$ cat src/rtl/carry_select_subtractor8_pipe.sv
// carry_select_subtractor8_pipe
// 8-bit subtractor diff = a - b - bin, built carry-select style.
// The low nibble ripples its borrow. The high nibble is computed twice, once
// assuming no borrow from the low nibble and once assuming a borrow, and the
// real nibble borrow picks between them. Two pipeline stages use a valid/ready
// handshake and can accept one operation every cycle.

module carry_select_subtractor8_pipe (
    input  logic       clk,
    input  logic       rst,
    input  logic [7:0] a,
    input  logic [7:0] b,
    input  logic       bin,
    input  logic       in_valid,
    output logic       in_ready,
    output logic [7:0] diff,
    output logic       bout,
    output logic       ovf,
    output logic       out_valid,
    input  logic       out_ready
);

    // Stage 1 registers: low nibble result plus both high-nibble candidates.
    logic       s1_valid;
    logic [3:0] s1_lo;
    logic       s1_b4;
    logic [3:0] s1_hi0;
    logic [3:0] s1_hi1;
    logic       s1_bo0;
    logic       s1_bo1;
    logic       s1_a7;
    logic       s1_b7;

    // Stage 1 combinational results.
    logic [3:0] lo_c;
    logic       b4_c;
    logic       br;
    logic [4:0] hi0_full;
    logic [4:0] hi1_full;

    // Stage 2 select results.
    logic [3:0] hi_sel;
    logic       bo_sel;
    logic [7:0] diff_c;
    logic       ovf_c;

    logic s2_can_load;
    logic in_xfer;

    // Handshake: stage 2 can load when it is empty or is draining this cycle.
    // Stage 1 can accept when it is empty or is moving into stage 2.
    always_comb begin
        s2_can_load = !out_valid || out_ready;
        in_ready    = !s1_valid || s2_can_load;
        in_xfer     = in_valid && in_ready;
    end

    // Low nibble: ripple the borrow one bit at a time, starting from bin.
    always_comb begin
        lo_c = 4'h0;
        br   = bin;
        for (int i = 0; i < 4; i++) begin
            lo_c[i] = a[i] ^ b[i] ^ br;
            br      = (~a[i] & b[i]) | (~(a[i] ^ b[i]) & br);
        end
        b4_c = br;
    end

    // High nibble candidates. Bit 4 of each 5-bit difference is the borrow.
    // The smallest value is -16, which still has bit 4 set.
    always_comb begin
        hi0_full = {1'b0, a[7:4]} - {1'b0, b[7:4]};
        hi1_full = hi0_full - 5'd1;
    end

    // Stage 2 select: the registered nibble borrow picks the high candidate.
    // Overflow means the operands had different signs and the result sign
    // differs from the minuend.
    always_comb begin
        hi_sel = s1_b4 ? s1_hi1 : s1_hi0;
        bo_sel = s1_b4 ? s1_bo1 : s1_bo0;
        diff_c = {hi_sel, s1_lo};
        ovf_c  = (s1_a7 != s1_b7) && (hi_sel[3] != s1_a7);
    end

    // Stage 1 capture. Data registers load only on an input transfer.
    // The valid bit clears once the operation moves into stage 2.
    always_ff @(posedge clk or posedge rst) begin
        if (rst) begin
            s1_valid <= 1'b0;
            s1_lo    <= 4'h0;
            s1_b4    <= 1'b0;
            s1_hi0   <= 4'h0;
            s1_hi1   <= 4'h0;
            s1_bo0   <= 1'b0;
            s1_bo1   <= 1'b0;
            s1_a7    <= 1'b0;
            s1_b7    <= 1'b0;
        end else if (in_xfer) begin
            s1_valid <= 1'b1;
            s1_lo    <= lo_c;
            s1_b4    <= b4_c;
            s1_hi0   <= hi0_full[3:0];
            s1_hi1   <= hi1_full[3:0];
            s1_bo0   <= hi0_full[4];
            s1_bo1   <= hi1_full[4];
            s1_a7    <= a[7];
            s1_b7    <= b[7];
        end else if (s2_can_load) begin
            s1_valid <= 1'b0;
        end
    end

    // Stage 2 output register. While the consumer stalls, the outputs hold.
    // Otherwise out_valid takes on whatever stage 1 holds.
    always_ff @(posedge clk or posedge rst) begin
        if (rst) begin
            out_valid <= 1'b0;
            diff      <= 8'h00;
            bout      <= 1'b0;
            ovf       <= 1'b0;
        end else if (s2_can_load) begin
            out_valid <= s1_valid;
            if (s1_valid) begin
                diff <= diff_c;
                bout <= bo_sel;
                ovf  <= ovf_c;
            end
        end
    end

endmodule

$ cat config.mk
export PLATFORM = sky130hd
export DESIGN_NAME = carry_select_subtractor8_pipe
export DESIGN_NICKNAME = d
export VERILOG_FILES = /design/src/rtl/carry_select_subtractor8_pipe.sv
export SDC_FILE = /design/constraint.sdc
export NUM_CORES = 1
export LEC_CHECK = 0
export CORE_MARGIN = 3
export CORE_UTILIZATION = 35
export DETAILED_ROUTE_END_ITERATION = 6
export GPL_TIMING_DRIVEN = 0
export PLACE_DENSITY = 0.58
export SYNTH_ARGS = -nofsm -noshare
export SYNTH_HDL_FRONTEND = slang
export SYNTH_SLANG_ARGS = --single-unit
$ cat constraint.sdc
create_clock -name clk -period 1.7 [get_ports clk]
set_input_delay 0.34 -clock clk [delete_from_list [all_inputs] [get_ports clk]]
set_output_delay 0.34 -clock clk [all_outputs]
set_load 0.03 [all_outputs]
==> metrics, run 1 <==
Leak Pwr=0.000909 uW; Final Slew Violations=0; Setup crit end kind=register; CTS tree=done; RSZ-0062 raised after global routing=yes; Final nets=206; status=complete, but fails checks; CP peak stage delay=0.40 ns; Post-Route Setup TNS=-0.241 ns; Crit path top cell by count=fa_2; FF+latch count, synth=29; post-layout util=52.2%; vias per inst=4.64; # setup viols final=1; CP max FO=1; Min Hold Slack=0.430 ns; share of cells above drive strength 1=25.7%; Synth top area share=51.1%; Gate Count Post-Synth=132; worst skew pair latency=0.28 ns; crit share post-route=114%; Max Cap Viol=0; hold_buf cts=0; post-synthesis sequential area ratio=51.1%; Placed Instance Area=1850 um2; IO Pins=33; Tightest Pin Transition=1.08 ns; Final Skew=0.00398 ns; Area contributors post-synth=dfrtp_1 51%, fa_1 7.0%, o21ai_0 6.3%; violated checks=negative setup slack; Slew HR=27.7%; minimum clock period after layout=1.94 ns; die height=69.7 um; initial antenna violation count=0; Post-synth EDFFs=0; Synthesis Warnings=0; Mean Syn Cell Area=10.8 um2; ys flop type=dfrtp_1; core region area=3800 um2; CTS Buffer Depth=2; largest net degree at the start of global routing=30; syn nets=163; Initial Utilization=37.4%; worst min path class=input port to register; TritonCTS Buffers=5; first-pass GRT wire length=4800 um; Worst Setup Start Kind=input port; Mapped Area=1420 um2; Antenna Nets Post-Route=0; routed len/inst=12.7 um; drt drc=0; vias in the first global route=1031; global placer's final weighted congestion=0.719; crit-path cells=buf_6 -> inv_4 -> fa_2 -> inv_2 -> fa_2 -> fa_2 -> inv_2 -> fa_1 -> mux2_4; # rows=22; vias after detailed routing=1034; Die Wd=69.7 um; port bufs=32; Synth area leader=dfrtp_1; number of DRC markers in iteration 0=15; VDD IR-drop max=0.484 mV; Worst Setup Slack, final=-0.241 ns; Total Die Area=4860 um2; share of flip-flops with an asynchronous set or reset=100%; CTS root buf=clkbuf_8; PwrDens=1140 nW/um2; WP data required=1.86 ns; Setup WS pre-CTS=-0.919 ns; Yosys cell types=23; Clock Sinks=29; Max H-tree Level=2; Diodes inserted=0; Final Hold Fails=0; Total GRT Usage=12.8%; Reg clk slew, reported paths=0.06 ns; FMAX=515 MHz; Synth top cells by count=29 x dfrtp_1, 22 x nand2_1, 18 x o21ai_0; critical path class=input port to register; WP data arrival=2.10 ns; HPWL Detailed=2170 um; CP max stage cell=fa_1; remaining global-route overflow=0; Layout area overhead=39.5%; final instance area=1980 um2; DRT Pass-1 Iters=4; top-count cell post-synth=dfrtp_1; Buf/Inv on CP=4; Routed WL=2830 um; cell family with most CP delay=adder cells; fillers=338
## cell families after synthesis
family,Yosys count,synth area share (%)
AOI/OAI and AO/OA,23,8.36
xor gates and xnor gates,4,2.46
adders and majority gates,10,11.4
buffers and inverters,18,4.93
DFF,29,51.1
muxes,14,10.7
and+or+nand+nor,34,11.1
## where the power goes
part	leakage [uW]	switching (uW)	internal, uW	total, uW
clock network	0.0000443	239	320	559
logic	0.000515	401	360	761
registers	0.000349	89.0	857	946
total	0.000909	729	1540	2270
## final timing paths
kind	from	end	slack, ns	cells after the start
max	bin	s1_lo[3]	-0.24	9
min	b[4]	s1_hi0[0]	0.43	3
max reg2reg	s1_b4	ovf	0.27	6
min reg2reg	bout	bout	0.48	2
max in group asynchronous	rst	s1_valid	0.40	2
min in group asynchronous	rst	diff[7]	0.65	2
## worst reg2reg max path: stages (launching register included)
cell	delay (ns)
dfrtp_1	0.32
clkbuf_1	0.35
mux2i_1	0.34
nand2_1	0.09
nor2_1	0.08
a21oi_1	0.04
o21ai_0	0.13
## metal layers
metal / global-route usage [%] / vias to the layer above / wire length (um)
met5: 0 / - / 0
li1: - / 512 / -
met2: 20.3 / 34 / 1350
met4: 7.02 / 0 / 44
met1: 14.9 / 484 / 1240
met3: 4.93 / 4 / 189
## registers in the layout (all words and copies together) (netlist names)
register and cells:
diff 8, s1_hi0 4, s1_hi1 4, s1_lo 4, bout 1, out_valid 1, ovf 1, s1_a7 1
s1_b4 1, s1_b7 1, s1_bo0 1, s1_bo1 1, s1_valid 1
## stage by stage
stage / std cells / total power [uW]
floorplan: 132 / 1390
global placement: 212 / 1680
detailed placement: 212 / 1710
CTS: 223 / 2290
global route: 223 / 2400
finish: 223 / 2270
## layout by cell type (no fill, tap or decap), types with 5 or more instances in the layout
master | Yosys | final
clkdlybuf4s50_1 | 0 | 17
buf_4 | 0 | 5
inv_1 | 13 | 6
mux2i_1 | 5 | 5
o21ai_0 | 18 | 17
mux2_2 | 7 | 6
dfrtp_1 | 29 | 29
clkbuf_8 | 0 | 6
inv_2 | 0 | 5
dlygate4sd2_1 | 0 | 7
nand2_1 | 22 | 21
## area by class of cell
cell class | count | area (um2) | share of cell area, %
flip-flops and latches | 29 | 726 | 36.6
multi-input cells | 85 | 702 | 35.4
repair buffers | 36 | 329 | 16.6
clock buffers | 7 | 86.3 | 4.35
well taps | 48 | 60.1 | 3.03
inverters | 13 | 58.8 | 2.97
plain buffers | 5 | 21.3 | 1.07
## what timing repair did
item                       CTS  global route
buffers inserted             4             0
setup endpoints to repair   11             7
pin swaps                   14             9
gates resized for setup     41             7
Power figures use the tool's default switching activity.
==> run 2: changes to the inputs <==
--- a/config.mk
+++ b/config.mk
@@ -5,11 +5,14 @@
 export SDC_FILE = /design/constraint.sdc
 export NUM_CORES = 1
 export LEC_CHECK = 0
+export CELL_PAD_IN_SITES_DETAIL_PLACEMENT = 0
+export CELL_PAD_IN_SITES_GLOBAL_PLACEMENT = 1
 export CORE_MARGIN = 3
 export CORE_UTILIZATION = 35
 export DETAILED_ROUTE_END_ITERATION = 6
 export GPL_TIMING_DRIVEN = 0
-export PLACE_DENSITY = 0.58
+export PLACE_DENSITY = 0.72
+export SETUP_SLACK_MARGIN = 0.5
 export SYNTH_ARGS = -nofsm -noshare
 export SYNTH_HDL_FRONTEND = slang
 export SYNTH_SLANG_ARGS = --single-unit
==> run 2 against run 1 <==
Against the previous run:
- count of clock-buffer cells in the layout is 1 lower
- the flow still finishes with violations (negative setup slack)
- largest cell class is now multi-input gates
- sequential cell count unchanged
- non-clock buffer count grew 26
- routed wire length grew 25%
- core utilization grew 12 points
- via count up 13%
- sequential share of layout area decreased by 6.8 points
==> metrics, run 2 (same netlist as run 1, synthesis figures left out) <==
# setup viols final=1 (unchanged); CP max stage cell=fa_1; # rows=22 (unchanged); reg2reg start=out_valid; CTS root buf=clkbuf_8; vias after detailed routing=1172 (+13%); max FFs per register=8 (unchanged); cell family with most CP delay=adder cells; HPWL Detailed=2090 um (-3.5%); largest net degree at the start of global routing=30 (unchanged); first-pass GRT wire length=5440 um (+14%); Clock Sinks=29 (unchanged); vias per inst=4.69 (+1.1%); routed len/inst=14.1 um (+11%); CTS Buffer Depth=2 (unchanged); crit-path cells=buf_6 -> inv_4 -> fa_2 -> inv_2 -> fa_2 -> fa_2 -> inv_2 -> fa_1 -> mux2_4; Switching Fraction=34.0% (+1.9 points); Setup WS pre-CTS=-1.05 ns (-0.131 ns); Max H-tree Level=2 (unchanged); Layout area overhead=71.8%; remaining global-route overflow=0 (unchanged); FMAX=513 MHz (-0.34%); Final nets=232 (+13%); Psw=855 uW (+17%); Die Wd=69.7 um (unchanged); number of DRC markers in iteration 0=37 (+22); R2R setup slack=0.33 ns (+0.06 ns); Routed WL=3530 um (+25%); worst hold endpoint=s1_hi0[0]; WP data required=1.86 ns (about the same); worst skew pair latency=0.28 ns (about the same); crit share post-route=115% (+0.39 points); core region area=3800 um2 (unchanged); most common cell after layout, fill and taps aside=dfrtp_1; Buf/Inv on CP=4 (unchanged); global placer's final weighted congestion=0.721 (+0.22%); clock network power share=21.4% (-3.3 points); Antenna Nets Post-Route=0 (unchanged); Initial Utilization=37.4% (unchanged); Leak Pwr=0.00116 uW (+27%); Setup crit end kind=register; initial antenna violation count=0 (unchanged); status=complete, but fails checks; Diodes inserted=0 (unchanged); DRT Pass-1 Iters=4 (unchanged); CP max FO=1 (unchanged); worst r2r path cells=6 (unchanged); Max Cap Viol=0 (unchanged); IO Pins=33 (unchanged); Reg-to-Reg End=s1_a7; TritonCTS Buffers=5 (unchanged); Slew HR=58.7% (+31 points); CP peak stage delay=0.40 ns (about the same); PwrDens=1030 nW/um2 (-10%); Total GRT Usage=14.2% (+1.3 points); Placed Instance Area=1890 um2 (+2.2%); Final Skew=0.00658 ns (+0.00260 ns); Crit path top cell by count=fa_2; Reg clk slew, reported paths=0.06 ns (about the same); Worst Setup Slack, final=-0.248 ns (-0.00671 ns); drt drc=0 (unchanged); CTS tree=done; die height=69.7 um (unchanged); Final Hold Fails=0 (unchanged); violated checks=negative setup slack; port bufs=32 (unchanged); worst min path class=input port to register; hold depth=3 (unchanged); Final Slew Violations=0 (unchanged); share of cells above drive strength 1=56.9% (+31 points); Worst Setup Start Kind=input port; RSZ-0062 raised after global routing=yes; vias in the first global route=1147 (+11%); Tightest Pin Transition=0.618 ns (-0.465 ns); final instance area=2440 um2 (+23%); VDD IR-drop max=0.507 mV (+4.7%); Hold Crit Start=b[4]; Reg with most FFs=diff; WP data arrival=2.11 ns (about the same); Total Die Area=4860 um2 (unchanged); fillers=310 (-8.3%); critical path class=input port to register; logic gate share of total power=40.1% (+6.5 points); Seq pwr share=38.5% (-3.2 points); minimum clock period after layout=1.95 ns (+0.00671 ns); most frequent cells in the layout=28 x dfrtp_1, 24 x buf_4, 17 x buf_6; design internal power=1660 uW (+7.8%)
==> run 2: final cells by class <==
class	count	area [um2]	share of cell area [%]
clock buffers	6	72.6	2.97
clock inverters	2	10.0	0.410
inverters	13	82.6	3.38
repair buffers	62	567	23.2
plain buffers	5	72.6	2.97
flip-flops and latches	29	727	29.8
multi-input cells	85	851	34.8
well taps	48	60.1	2.46
==> run 2: stage by stage <==
stage,total power (uW),TNS (ns),std cells,hold WS (ns),util (%)
4_1_cts,2310,-0.387,234,0.420,56.7
3_5_place_dp,1720,-6.82,212,0.472,49.8
2_1_floorplan,1410,-0.366,132,0.418,-
5_1_grt,2650,-0.284,250,0.410,64.3
3_3_place_gp,1700,-6.46,212,0.465,49.8
6_report,2510,-0.248,250,0.400,64.3
==> run 2: power groups by stage <==
stage | combinational, uW | clock [uW] | sequential (uW)
2_1_floorplan | 317 | 0 | 1100
3_3_place_gp | 754 | 0 | 945
3_5_place_dp | 766 | 0 | 955
4_1_cts | 816 | 550 | 947
5_1_grt | 1090 | 575 | 993
6_report | 1010 | 538 | 966
==> run 2: per-layer routing <==
layer	GRT usage (%)	part of all wire [%]	up-vias
li1	-	-	567
met1	17.4	41	577
met2	23.1	54	24
met3	3.77	3.2	4
met4	6.81	1.7	0
met5	0	0	-
==> run 2: worst register-to-register path: stages, from the launching register on <==
cell	delay, ns
dfrtp_2	0.41
nand3b_1	0.11
buf_4	0.13
nand2_4	0.05
buf_8	0.14
buf_6	0.13
mux2_4	0.29
==> run 2: worst max path at each step <==
stage               start        to  slack, ns  depth (start not counted)
finish                bin  s1_lo[3]      -0.25                          9
global route          bin  s1_lo[3]      -0.28                          9
CTS                  b[0]  s1_lo[3]      -0.39                          9
detailed placement   b[0]  s1_lo[3]      -1.05                          9
global placement     b[0]  s1_lo[3]      -1.01                          9
floorplan            b[0]  s1_lo[3]      -0.36                          8
==> run 2: repair_timing <==
action / CTS / global route
setup buffers: 14 / 15
pin swaps: 20 / 13
resized for setup: 152 / 53
setup endpoints to repair: 68 / 28
hold buffers: 0 / 0
gates cloned: 0 / 1
